==> config.mk <==
export PLATFORM = sky130hd
export DESIGN_NAME = change_payout_ctrl
export DESIGN_NICKNAME = d
export VERILOG_FILES = /design/src/rtl/change_payout_ctrl.sv
export SDC_FILE = /design/constraint.sdc
export NUM_CORES = 1
export LEC_CHECK = 0
export BUFFER_PORTS_ARGS = -buffer_cell sky130_fd_sc_hd__clkbuf_2
export CAP_MARGIN = 20
export CORE_MARGIN = 2
export CORE_UTILIZATION = 50
export CTS_CLUSTER_DIAMETER = 80
export CTS_CLUSTER_SIZE = 10
export DETAILED_ROUTE_END_ITERATION = 6
export PLACE_DENSITY = 0.79
export SLEW_MARGIN = 15
export SYNTH_ARGS = -nofsm -noshare
export SYNTH_HDL_FRONTEND = slang
export SYNTH_SLANG_ARGS = --single-unit
==> constraint.sdc <==
create_clock -name clk -period 2.7 [get_ports clk]
set_input_delay 0.54 -clock clk [delete_from_list [all_inputs] [get_ports clk]]
set_output_delay 0.54 -clock clk [all_outputs]
set_load 0.005 [all_outputs]
==> src/rtl/change_payout_ctrl.sv <==
// change_payout_ctrl: turns a change amount in cents into a sequence of
// coin-dispense pulses, largest denomination first, with a fixed idle gap
// after every pulse. Whatever cannot be paid is reported as shortfall.
//
// Build option: define COIN_STOCK_EN to track a per-denomination coin stock
// (empty tubes are skipped and refill reloads them). Without it every
// denomination is treated as unlimited and refill is ignored.
//
// Denomination codes: 1=10c, 2=20c, 3=50c, 4=100c, 5=200c.
module change_payout_ctrl #(
  parameter int DISP_GAP   = 2,  // idle cycles after each coin pulse (0..15)
  parameter int STOCK_INIT = 8   // coins per denomination after reset/refill (0..255)
) (
  input  logic        clk,
  input  logic        rst,
  input  logic        req_valid,
  output logic        req_ready,
  input  logic [15:0] req_amount,
  output logic        coin_valid,
  output logic [2:0]  coin_code,
  output logic        busy,
  output logic        done,
  output logic [15:0] shortfall,
  input  logic        refill
);

  localparam int         NUM_DENOM  = 5;
  localparam logic [3:0] GAP_LOAD   = (DISP_GAP > 0) ? 4'(DISP_GAP - 1) : 4'd0;
  localparam logic [7:0] STOCK_LOAD = 8'(STOCK_INIT);

  typedef enum logic [2:0] {
    S_IDLE,
    S_SELECT,
    S_EMIT,
    S_GAP,
    S_FINISH
  } state_t;

  state_t r_state;
  state_t w_state_next;

  logic [15:0] r_rem;
  logic [3:0]  r_gap_cnt;
  logic        r_coin_valid;
  logic [2:0]  r_coin_code;
  logic        r_done;
  logic [15:0] r_shortfall;

  logic [NUM_DENOM-1:0] w_has_stock;
  logic [NUM_DENOM-1:0] w_fits;
  logic                 w_sel_found;
  logic [2:0]           w_sel_code;
  logic                 w_accept;

  // Cent value of a denomination code; unused codes are worth nothing.
  function automatic logic [15:0] coin_value(input logic [2:0] code);
    logic [15:0] v;
    case (code)
      3'd1:    v = 16'd10;
      3'd2:    v = 16'd20;
      3'd3:    v = 16'd50;
      3'd4:    v = 16'd100;
      3'd5:    v = 16'd200;
      default: v = 16'd0;
    endcase
    return v;
  endfunction

  assign req_ready = (r_state == S_IDLE);
  assign busy      = (r_state != S_IDLE);
  assign w_accept  = req_valid && req_ready;

  assign coin_valid = r_coin_valid;
  assign coin_code  = r_coin_code;
  assign done       = r_done;
  assign shortfall  = r_shortfall;

`ifdef COIN_STOCK_EN
  logic [7:0] r_stock [NUM_DENOM];

  // Stock counters: refill overrides the decrement of a coin emitted on the
  // same edge, so a refill always leaves every tube exactly full.
  always_ff @(posedge clk) begin
    for (int i = 0; i < NUM_DENOM; i++) begin
      if (rst || refill) begin
        r_stock[i] <= STOCK_LOAD;
      end else if ((r_state == S_EMIT) && (r_coin_code == 3'(i + 1))) begin
        r_stock[i] <= r_stock[i] - 8'd1;
      end
    end
  end

  generate
    for (genvar gi = 0; gi < NUM_DENOM; gi++) begin : g_stock_flag
      assign w_has_stock[gi] = (r_stock[gi] != 8'd0);
    end
  endgenerate
`else
  // Unlimited stock: every denomination is always available.
  logic w_unused_refill;
  assign w_unused_refill = refill;
  assign w_has_stock     = '1;
`endif

  // A denomination is a candidate when it does not exceed the remaining
  // amount and its tube is not empty; this is what keeps rem from going
  // negative.
  generate
    for (genvar gi = 0; gi < NUM_DENOM; gi++) begin : g_fits
      assign w_fits[gi] = (coin_value(3'(gi + 1)) <= r_rem) && w_has_stock[gi];
    end
  endgenerate

  // Priority pick: higher codes overwrite lower ones, so the largest
  // candidate denomination wins.
  always_comb begin
    w_sel_found = |w_fits;
    w_sel_code  = 3'd0;
    for (int i = 0; i < NUM_DENOM; i++) begin
      if (w_fits[i]) begin
        w_sel_code = 3'(i + 1);
      end
    end
  end

  // State register.
  always_ff @(posedge clk) begin
    if (rst) begin
      r_state <= S_IDLE;
    end else begin
      r_state <= w_state_next;
    end
  end

  // Next-state logic: SELECT -> EMIT -> GAP loop per coin, FINISH once no
  // denomination can be paid any more.
  always_comb begin
    w_state_next = r_state;
    case (r_state)
      S_IDLE: begin
        if (w_accept) begin
          w_state_next = S_SELECT;
        end
      end
      S_SELECT: begin
        w_state_next = w_sel_found ? S_EMIT : S_FINISH;
      end
      S_EMIT: begin
        w_state_next = (DISP_GAP > 0) ? S_GAP : S_SELECT;
      end
      S_GAP: begin
        if (r_gap_cnt == 4'd0) begin
          w_state_next = S_SELECT;
        end
      end
      S_FINISH: begin
        w_state_next = S_IDLE;
      end
      default: begin
        w_state_next = S_IDLE;
      end
    endcase
  end

  // Datapath and registered outputs. The coin pulse and done pulse are
  // loaded on the edge leaving SELECT so that they are high exactly while
  // the FSM sits in EMIT or FINISH respectively.
  always_ff @(posedge clk) begin
    if (rst) begin
      r_rem        <= 16'd0;
      r_gap_cnt    <= 4'd0;
      r_coin_valid <= 1'b0;
      r_coin_code  <= 3'd0;
      r_done       <= 1'b0;
      r_shortfall  <= 16'd0;
    end else begin
      r_coin_valid <= 1'b0;
      r_coin_code  <= 3'd0;
      r_done       <= 1'b0;
      case (r_state)
        S_IDLE: begin
          if (w_accept) begin
            r_rem       <= req_amount;
            r_shortfall <= 16'd0;
          end
        end
        S_SELECT: begin
          if (w_sel_found) begin
            r_coin_valid <= 1'b1;
            r_coin_code  <= w_sel_code;
          end else begin
            r_done      <= 1'b1;
            r_shortfall <= r_rem;
          end
        end
        S_EMIT: begin
          r_rem     <= r_rem - coin_value(r_coin_code);
          r_gap_cnt <= GAP_LOAD;
        end
        S_GAP: begin
          if (r_gap_cnt != 4'd0) begin
            r_gap_cnt <= r_gap_cnt - 4'd1;
          end
        end
        default: begin
        end
      endcase
    end
  end

endmodule
# ---- Word-level counts from Yosys, hierarchy flattened
# Index checks and enable logic that the tools add are counted.
dict set report op_classes {
  magnitude_cmp 5
  n_bitwise 2
  n_mux 21
  n_reduce_logical 16
  eq_ne 12
  add_sub_neg 2
}
# cell n
set ops {}
lappend ops {{16-bit 2-to-1 mux} 5}
lappend ops {{16-bit one-hot mux with 2 select lines} 2}
lappend ops {{8-bit one-hot mux with 5 select lines} 1}
lappend ops {{4-bit by 16-bit less-or-equal comparator with 1-bit output, first input constant} 1}
lappend ops {{5-bit by 16-bit less-or-equal comparator with 1-bit output, first input constant} 1}
lappend ops {{6-bit by 16-bit less-or-equal comparator with 1-bit output, first input constant} 1}
lappend ops {{7-bit by 16-bit less-or-equal comparator with 1-bit output, first input constant} 1}
lappend ops {{8-bit by 16-bit less-or-equal comparator with 1-bit output, first input constant} 1}
lappend ops {{16-bit subtractor} 1}
lappend ops {{3-bit 2-to-1 mux} 5}
lappend ops {{3-bit by 2-bit equality test with 1-bit output, second input constant} 4}
lappend ops {{3-bit one-hot mux with 4 select lines} 1}
lappend ops {{5-bit OR reduction} 2}
lappend ops {{4-bit one-hot mux with 2 select lines} 1}
lappend ops {{3-bit by 1-bit equality test with 1-bit output, second input constant} 2}
lappend ops {{3-bit equality test, second input constant} 2}
lappend ops {{2-bit != test, second input constant} 3}
lappend ops {{2-bit AND reduction} 3}
lappend ops {{2-bit nonzero test} 3}
lappend ops {{4-bit zero test} 1}
lappend ops {{2-bit 2-to-1 mux} 2}
lappend ops {{4-bit 2-to-1 mux} 1}
lappend ops {{4-bit nonzero test} 1}
lappend ops {{4-bit by 1-bit subtractor with 4-bit output, second input constant} 1}
lappend ops {{9 further kinds} 12}
dict set report word_totals {
  word_cells 66
  input_bits 20
  ff_bits 44
}

# ---- Longest topological paths before layout
# Gate-level depths: netlist of run 1.
dict set report depth {
  word_depth 6
  ltp_mapped 13
  depth_no_buf 13
}

# ---- Worst setup path after synthesis of run 1
# Ideal clock, no wire load.
dict set report synth_timing {
  path_kind {flip-flop to flip-flop}
  startpoint {reg r_coin_code[1] (netlist: coin_code[1])}
  endpoint {reg r_rem[13]}
  slack_ns -0.173
  setup_time_ns 0.074
  t_arrival_ns 2.799
  path_stages_with_launch 11
  path_cell_list {dfxtp_1 inv_1 ha_1 or3_1 fa_1 a211oi_1 o21bai_1 o21ai_0 nand2_1 or2_2 a31oi_1}
}
dict set report synth_between {
  elab_chain_len 6
}
# item line
set synth_lines {}
lappend synth_lines {{start, declared} 45} ;# logic [2:0] r_coin_code;
lappend synth_lines {{start signal, assigned} 190} ;# r_coin_code <= w_sel_code;
lappend synth_lines {{3-bit equality test (tied with other cells)} 58} ;# case (code)
lappend synth_lines {{8-bit one-hot mux with 5 select lines *} 58}
lappend synth_lines {{16-bit 2-to-1 mux *} 180} ;# case (r_state)
lappend synth_lines {{16-bit 2-to-1 mux *} 169} ;# if (rst) begin
lappend synth_lines {{16-bit subtractor *} 197} ;# r_rem <= r_rem - coin_value(r_coin_code);
lappend synth_lines {{16-bit one-hot mux with 2 select lines *} 180}
lappend synth_lines {{end signal, assigned} 183} ;# r_rem <= req_amount;
lappend synth_lines {{end signal, assigned} 197}
lappend synth_lines {{end, declared} 42} ;# logic [15:0] r_rem;
# Mark *: on every way between the ends. The rest lies on a longest branch, timed or not. The select of a mux whose other input is x is not followed.
# A chain may end at the register's enable or synchronous reset.

# ---- Final worst setup path of run 1
dict set report layout_timing {
  startpoint {reg r_coin_code[1] (netlist: coin_code[1])}
  endpoint {reg r_rem[11]}
}
# The elaborated chain is that of the path after synthesis.

==> results.yml, run 1 <==
run_status:
  outcome: "finished clean"
floorplan:
  dieArea_mm2: 0.00518
  die_h_um: 72.0
  start_util: 0.523
  core_area_mm2: 0.00441
  fp-row-count: 24
  die_x_um: 72.0
  boundaryPins: 43
pwr:
  seqPwrFrac: 0.363
  finalPower_uw: 2220
  netSwitchingFraction: 0.368
  combPwrFrac: 0.405
  intPower_uw: 1400
  power.density_mw_per_mm2: 796
  p_leak_uw: 0.00116
  p_switching_uw: 816
  p_clk_frac: 0.232
  vdd_ir_drop_max_uv: 517
sta:
  final_max_slew_viol_count: 0
  fin_crit_ns: 2.56
  fin_crit_sh: 0.950
  maxSlewHeadroom: 0.563
  worst_pin_slew_ns: 0.655
  finalHoldViolations: 0
  tns_ns: 0
  skew_ns: 0.00807
  setup_violations: 0
  fmax_mhz: 390
synthesis:
  ys_seq_area_frac: 0.381
  netlist_area_mm2: 0.00231
  synth_top_area_share: 0.381
  avgSynthCellArea_um2: 8.43
  ys_top_cells_by_area: "dfxtp_1, ha_1, nand2_1"
  synth_cell_types: 51
  yosys.area.top_type: "dfxtp_1"
  ys_ff_latch: 44
  syn_inst: 274
  yosys_warnings: 0
  synth_edf_count: 0
  synth_ff_type: "dfxtp_1"
  async_flop_share: 0
  synthesis.nets: 306
global_routing:
  overflow: 0
  grt_max_degree: 31
  antenna_found_initial: 0
  grt_pass1_vias: 1940
  grt.total_usage: 0.213
  grt_pass1_wl_mm: 8.75
routing:
  postRouteAntennaNets: 0
  drtIter0Drc: 96
  remaining_drc_errors: 0
  first_pass_iters: 4
  routedWlPerCell_um: 13.8
  num_vias: 2090
  via_per_inst: 5.57
  wl_mm: 5.19
worst_setup_path:
  rr_endpoint: "r_rem[11]"
  worst-setup-path-type: "reg2reg"
  reg2reg_slack_ns: 0.14
  cp.required_ns: 2.93
  endpoint_kind: "flip-flop"
  r2r-start: "coin_code[1]"
  endpoint: "r_rem[11]"
  crit_start: "coin_code[1]"
  path_buf_inv: 2
  crit_cells: 13
  cp_slowest_cell: "fa_2"
  critPathLaunchType: "flip-flop"
  r2r_cells: 13
  path_cells: "inv_2, ha_4, nand2_1, and3_1, ha_2, inv_2, fa_2, a211oi_2, o21bai_2, o21ai_2, nand2_1, mux2_2, a21oi_2"
  cp_top_family: "adder cells"
  cp.arrival_ns: 2.79
  cpPeakStageDelay_ns: 0.37
  path_max_fanout: 4
clock_network:
  cts-root-buf: "clkbuf_8"
  cts_tree: "yes"
  clk_latency_ns: 0.30
  clock_path_buffers: 2
  clk_pin_slew_worst_paths_ns: 0.09
  numCtsBuffers: 5
  cts-htree-levels: 2
  cts_sinks: 44
  ctsHoldBuffers: 0
placed_design:
  dp_hpwl_mm: 3.70
  dp.cells: 365
  gp_congestion: 0.831
  portBuffers: 41
  postPlaceCellArea_mm2: 0.00261
layout:
  final_util: 0.631
  fin_area_mm2: 0.00278
  nets: 354
  area_delta_synth_final_pct: 20.5
  multiInputGateArea_mm2: 0.00139
  final_common_cell: "dfxtp_1"
  fill_cells: 402
  drive_gt1_frac: 0.294
  stdcell_count: 375
  regArea_um2: 882
  layout_common_cells: "dfxtp_1, clkbuf_2, nand2_1, a21oi_1, nor2_1"
  n_antenna_cell: 0
flow_run:
  maxCapViolations: 0
hold_path:
  hold_class: "reg2reg"
[synth_stat cells, drive strengths merged, types with 3 or more instances]
| cell | n |
|---|---|
| o22ai | 5 |
| or3 | 5 |
| nor2 | 22 |
| o311a | 3 |
| nand3 | 7 |
| inv | 9 |
| ha | 11 |
| xor2 | 4 |
| a31oi | 3 |
| or2 | 3 |
| nand2b | 4 |
| and3 | 3 |
| nand2 | 35 |
| nor2b | 5 |
| and2 | 14 |
| nor3 | 11 |
| o21ai | 7 |
| a311oi | 5 |
| nor4 | 4 |
| a21o | 3 |
| dfxtp | 44 |
| xnor2 | 4 |
| a21oi | 24 |
| clkbuf | 10 |
| a211oi | 3 |
[worst register-to-register path: stages, from the launching register on]
cell and delay [ns]:
dfxtp_2 0.35, inv_2 0.05, ha_4 0.24, nand2_1 0.06, and3_1 0.14, ha_2 0.18, inv_2 0.04, fa_2 0.37
a211oi_2 0.23, o21bai_2 0.13, o21ai_2 0.21, nand2_1 0.09, mux2_2 0.29, a21oi_2 0.13
[through the flow]
step,setup WS [ns],hold WS (ns)
global placement,-0.00959,0.442
global route,-0.00319,0.455
floorplan,0.0299,0.432
finish,0.136,0.456
detailed placement,-0.0619,0.447
CTS,0.00777,0.449
[worst min path at each step]
stage	start	endpoint	slack, ns	cells after the start
6_report	shortfall[3]	shortfall[3]	0.46	2
4_1_cts	req_amount[11]	r_rem[11]	0.45	3
3_5_place_dp	shortfall[15]	shortfall[15]	0.45	1
2_1_floorplan	r_rem[0]	r_rem[0]	0.43	2
5_1_grt	req_amount[0]	r_rem[0]	0.46	3
3_3_place_gp	shortfall[15]	shortfall[15]	0.44	1
[cells by family after synthesis]
logic type | share of synthesized area
AND/OR/NAND/NOR | 0.277
AO/OA/AOI/OAI | 0.189
flip-flops | 0.381
buffers and inverters | 0.0406
adder cells (fa/ha/maj) | 0.0683
XOR/XNOR | 0.0303
multiplexers | 0.0135
[area by class of cell]
| type | count | area share |
|---|---|---|
| well taps | 52 | 0.0234 |
| inverters | 9 | 0.0121 |
| clock inverters | 3 | 0.0166 |
| multi-input cells | 209 | 0.500 |
| repair buffers | 53 | 0.106 |
| flip-flops and latches | 44 | 0.317 |
| clock buffers | 5 | 0.0247 |
[flip-flops by register name, summed over array words and instances (netlist names)]
signal      cells
r_rem          16
shortfall      16
r_gap_cnt       4
coin_code       3
r_state         3
coin_valid      1
done            1
[per-layer routing]
| metal | part of all wire | track usage | vias up | wire length, µm |
|---|---|---|---|---|
| met3 | 0.050 | 0.0472 | 7 | 258 |
| met1 | 0.48 | 0.285 | 959 | 2480 |
| met5 | 0 | 0 | - | 0 |
| li1 | - | - | 1076 | - |
| met4 | 0.0096 | 0.0650 | 0 | 50 |
| met2 | 0.46 | 0.347 | 48 | 2400 |
[power by group through the flow]
stage | Clock [µW] | Combinational [µW] | Sequential (µW)
2_1_floorplan | 0 | 650 | 792
3_3_place_gp | 0 | 815 | 813
3_5_place_dp | 0 | 830 | 814
4_1_cts | 526 | 869 | 800
5_1_grt | 551 | 1000 | 818
6_report | 513 | 897 | 805
[what timing repair did]
| item | CTS | global route |
|---|---|---|
| pin swaps | 3 | 9 |
| setup buffers | 1 | 1 |
| gates resized for setup | 4 | 7 |
| endpoints found under the setup margin | 3 | 9 |
(Power assumes the default switching activity.)
==> run 2, diff against run 1 <==
Settings changed: ABC_AREA from default to 1, CORE_UTILIZATION 50 to 51, SKIP_CTS_REPAIR_TIMING from default to 1.
==> run 2 against run 1 <==
- count of clock-buffer cells in the layout unchanged
- utilization decreased by 3.2 points
- via count increased by 20%
- routed wire length increased by 10%
- global-route usage decreased by 0.26 points
- design area increased by 8.4%
- first-iteration DRC count increased by 54%
- critical path depth increased by 3
- die area increased by 11%
- maximum frequency increased by 2.2%
- non-clock buffer count decreased by 8
==> results.yml, run 2 <==
synthesis:
  ys_ff_latch: 44
  synth_cell_types: 34
  synth_top_area_share: 0.336
  synth_ff_type: "dfxtp_1"
  netlist_area_mm2: 0.00263
  yosys.area.top_type: "dfxtp_1"
  async_flop_share: 0
  ys_seq_area_frac: 0.336
  yosys-top-cells-count: "nand2_1, inv_1, dfxtp_1"
  syn_inst: 393
  ys_top_cells_by_area: "dfxtp_1, nand2_1, inv_1"
  synthesis.nets: 425
  synth_edf_count: 0
  avgSynthCellArea_um2: 6.68
  yosys_warnings: 0
  yosysMostFrequentCell: "nand2_1"
run_status:
  outcome: "finished clean"
placed_design:
  gp_congestion: 0.886
  dp_hpwl_mm: 4.41
  pre_cts_ws_ns: 0.0497
  dp.cells: 500
  portBuffers: 41
sta:
  layout_setup_ws_ns: 0.191
  fin_crit_ns: 2.51
  worst_pin_slew_ns: 0.378
  fin_crit_sh: 0.929
  fin_hold_ws_ns: 0.478
  tns_ns: 0
  grt_setup_unrepaired: "no"
  skew_ns: 0.00407
  finalHoldViolations: 0
  final_max_slew_viol_count: 0
  setup_violations: 0
  fmax_mhz: 399
  maxSlewHeadroom: 0.746
routing:
  met1Wirelength_mm: 2.79
  postRouteAntennaNets: 0
  num_vias: 2500
  drtIter0Drc: 148
  wl_mm: 5.72
  first_pass_iters: 4
  routedWlPerCell_um: 11.3
  met2_length_mm: 2.66
  wl_met3_um: 205
  remaining_drc_errors: 0
  top_layer: "met4"
  via_per_inst: 4.92
worst_setup_path:
  r2r_cells: 16
  cp.arrival_ns: 2.69
  endpoint_kind: "flip-flop"
  crit_top_cell: "nand2_1"
  worst-setup-path-type: "reg2reg"
  cp_slowest_cell: "dfxtp_2"
  crit_cells: 16
  critPathLaunchType: "flip-flop"
  cp.required_ns: 2.88
  cpPeakStageDelay_ns: 0.39
  path_max_fanout: 5
  cp_top_family: "adder cells"
  path_cells: "inv_1, ha_1, o31ai_2, nand2_1, nor2_1, ha_1, inv_1, fa_2, nand2_1, nand3_1, nand2_2, nand2_1, nand2_1, nand3_1, nand2_1, a21oi_1"
  path_buf_inv: 2
floorplan:
  core_area_mm2: 0.00504
  dieArea_mm2: 0.00574
  fp-row-count: 26
  start_util: 0.521
  die_h_um: 75.7
  boundaryPins: 43
  die_x_um: 75.7
global_routing:
  grt_pass1_wl_mm: 9.43
  antenna_found_initial: 0
  grt.total_usage: 0.211
  grt_pass1_vias: 2133
  overflow: 0
  grt_max_degree: 24
clock_network:
  cts_tree: "yes"
  clock_path_buffers: 2
  clk_pin_slew_worst_paths_ns: 0.09
  clk_latency_ns: 0.30
  cts-htree-levels: 2
  cts-root-buf: "clkbuf_8"
  numCtsBuffers: 5
  cts_sinks: 44
hold_path:
  hold_class: "reg2reg"
  whs_path_depth: 2
pwr:
  power.density_mw_per_mm2: 1190
  p_leak_uw: 0.00147
  vdd_ir_drop_max_uv: 634
layout:
  layout_common_cells: "nand2_1, inv_1, nor2_1, dfxtp_1, clkbuf_2"
  drive_gt1_frac: 0.189
  fill_cells: 478
  nets: 469
  n_antenna_cell: 0
  final_common_cell: "nand2_1"
  stdcell_count: 508
  area_delta_synth_final_pct: 15.0
flow_run:
  maxCapViolations: 0
run 2: cell type report:
| type | instances | area (µm²) | area share |
|---|---|---|---|
| Multi-Input combinational cell | 282 | 1480 | 0.489 |
| Sequential cell | 44 | 882 | 0.292 |
| Timing Repair Buffer | 45 | 235 | 0.0779 |
| Inverter | 59 | 221 | 0.0734 |
| Tap cell | 70 | 87.6 | 0.0290 |
| Clock buffer | 5 | 68.8 | 0.0228 |
| Clock inverter | 3 | 46.3 | 0.0153 |
run 2: per-layer routing:
| metal | track usage | up-vias |
|---|---|---|
| met3 | 0.0397 | 8 |
| met1 | 0.280 | 1103 |
| met2 | 0.347 | 41 |
| li1 | - | 1348 |
| met4 | 0.0624 | 0 |
| met5 | 0 | - |
run 2: through the flow:
step / total power [µW] / utilization / cell area, µm²
floorplan: 2600 / - / 2630
global placement: 2990 / 0.573 / 2890
detailed placement: 3050 / 0.573 / 2890
CTS: 3580 / 0.596 / 3010
global route: 3970 / 0.599 / 3020
finish: 3580 / 0.599 / 3020
run 2: logic make-up after synthesis:
family                   share of synthesized area
XOR/XNOR                                    0.0100
flip-flops                                   0.336
adder cells (fa/ha/maj)                     0.0601
AO/OA/AOI/OAI                                0.126
AND/OR/NAND/NOR                              0.363
buffers and inverters                        0.106
run 2: worst paths after layout:
kind / startpoint / endpoint / slack, ns
setup / recovery: coin_code[1] / r_rem[9] / 0.19
setup reg to reg: coin_code[1] / r_rem[9] / 0.19
hold reg to reg: shortfall[6] / shortfall[6] / 0.48
hold / removal: shortfall[6] / shortfall[6] / 0.48
run 2: tightest hold or removal path: cells and delay by family (launching register included):
family	cells	cell delay, ns
AND/OR/NAND/NOR	2	0.11
flip-flops	1	0.34
run 2: where the power goes:
part / total (µW) / internal (µW) / switching [µW]
combinational: 2040 / 748 / 1290
sequential: 1020 / 850 / 173
clock: 524 / 279 / 245
total: 3580 / 1880 / 1710
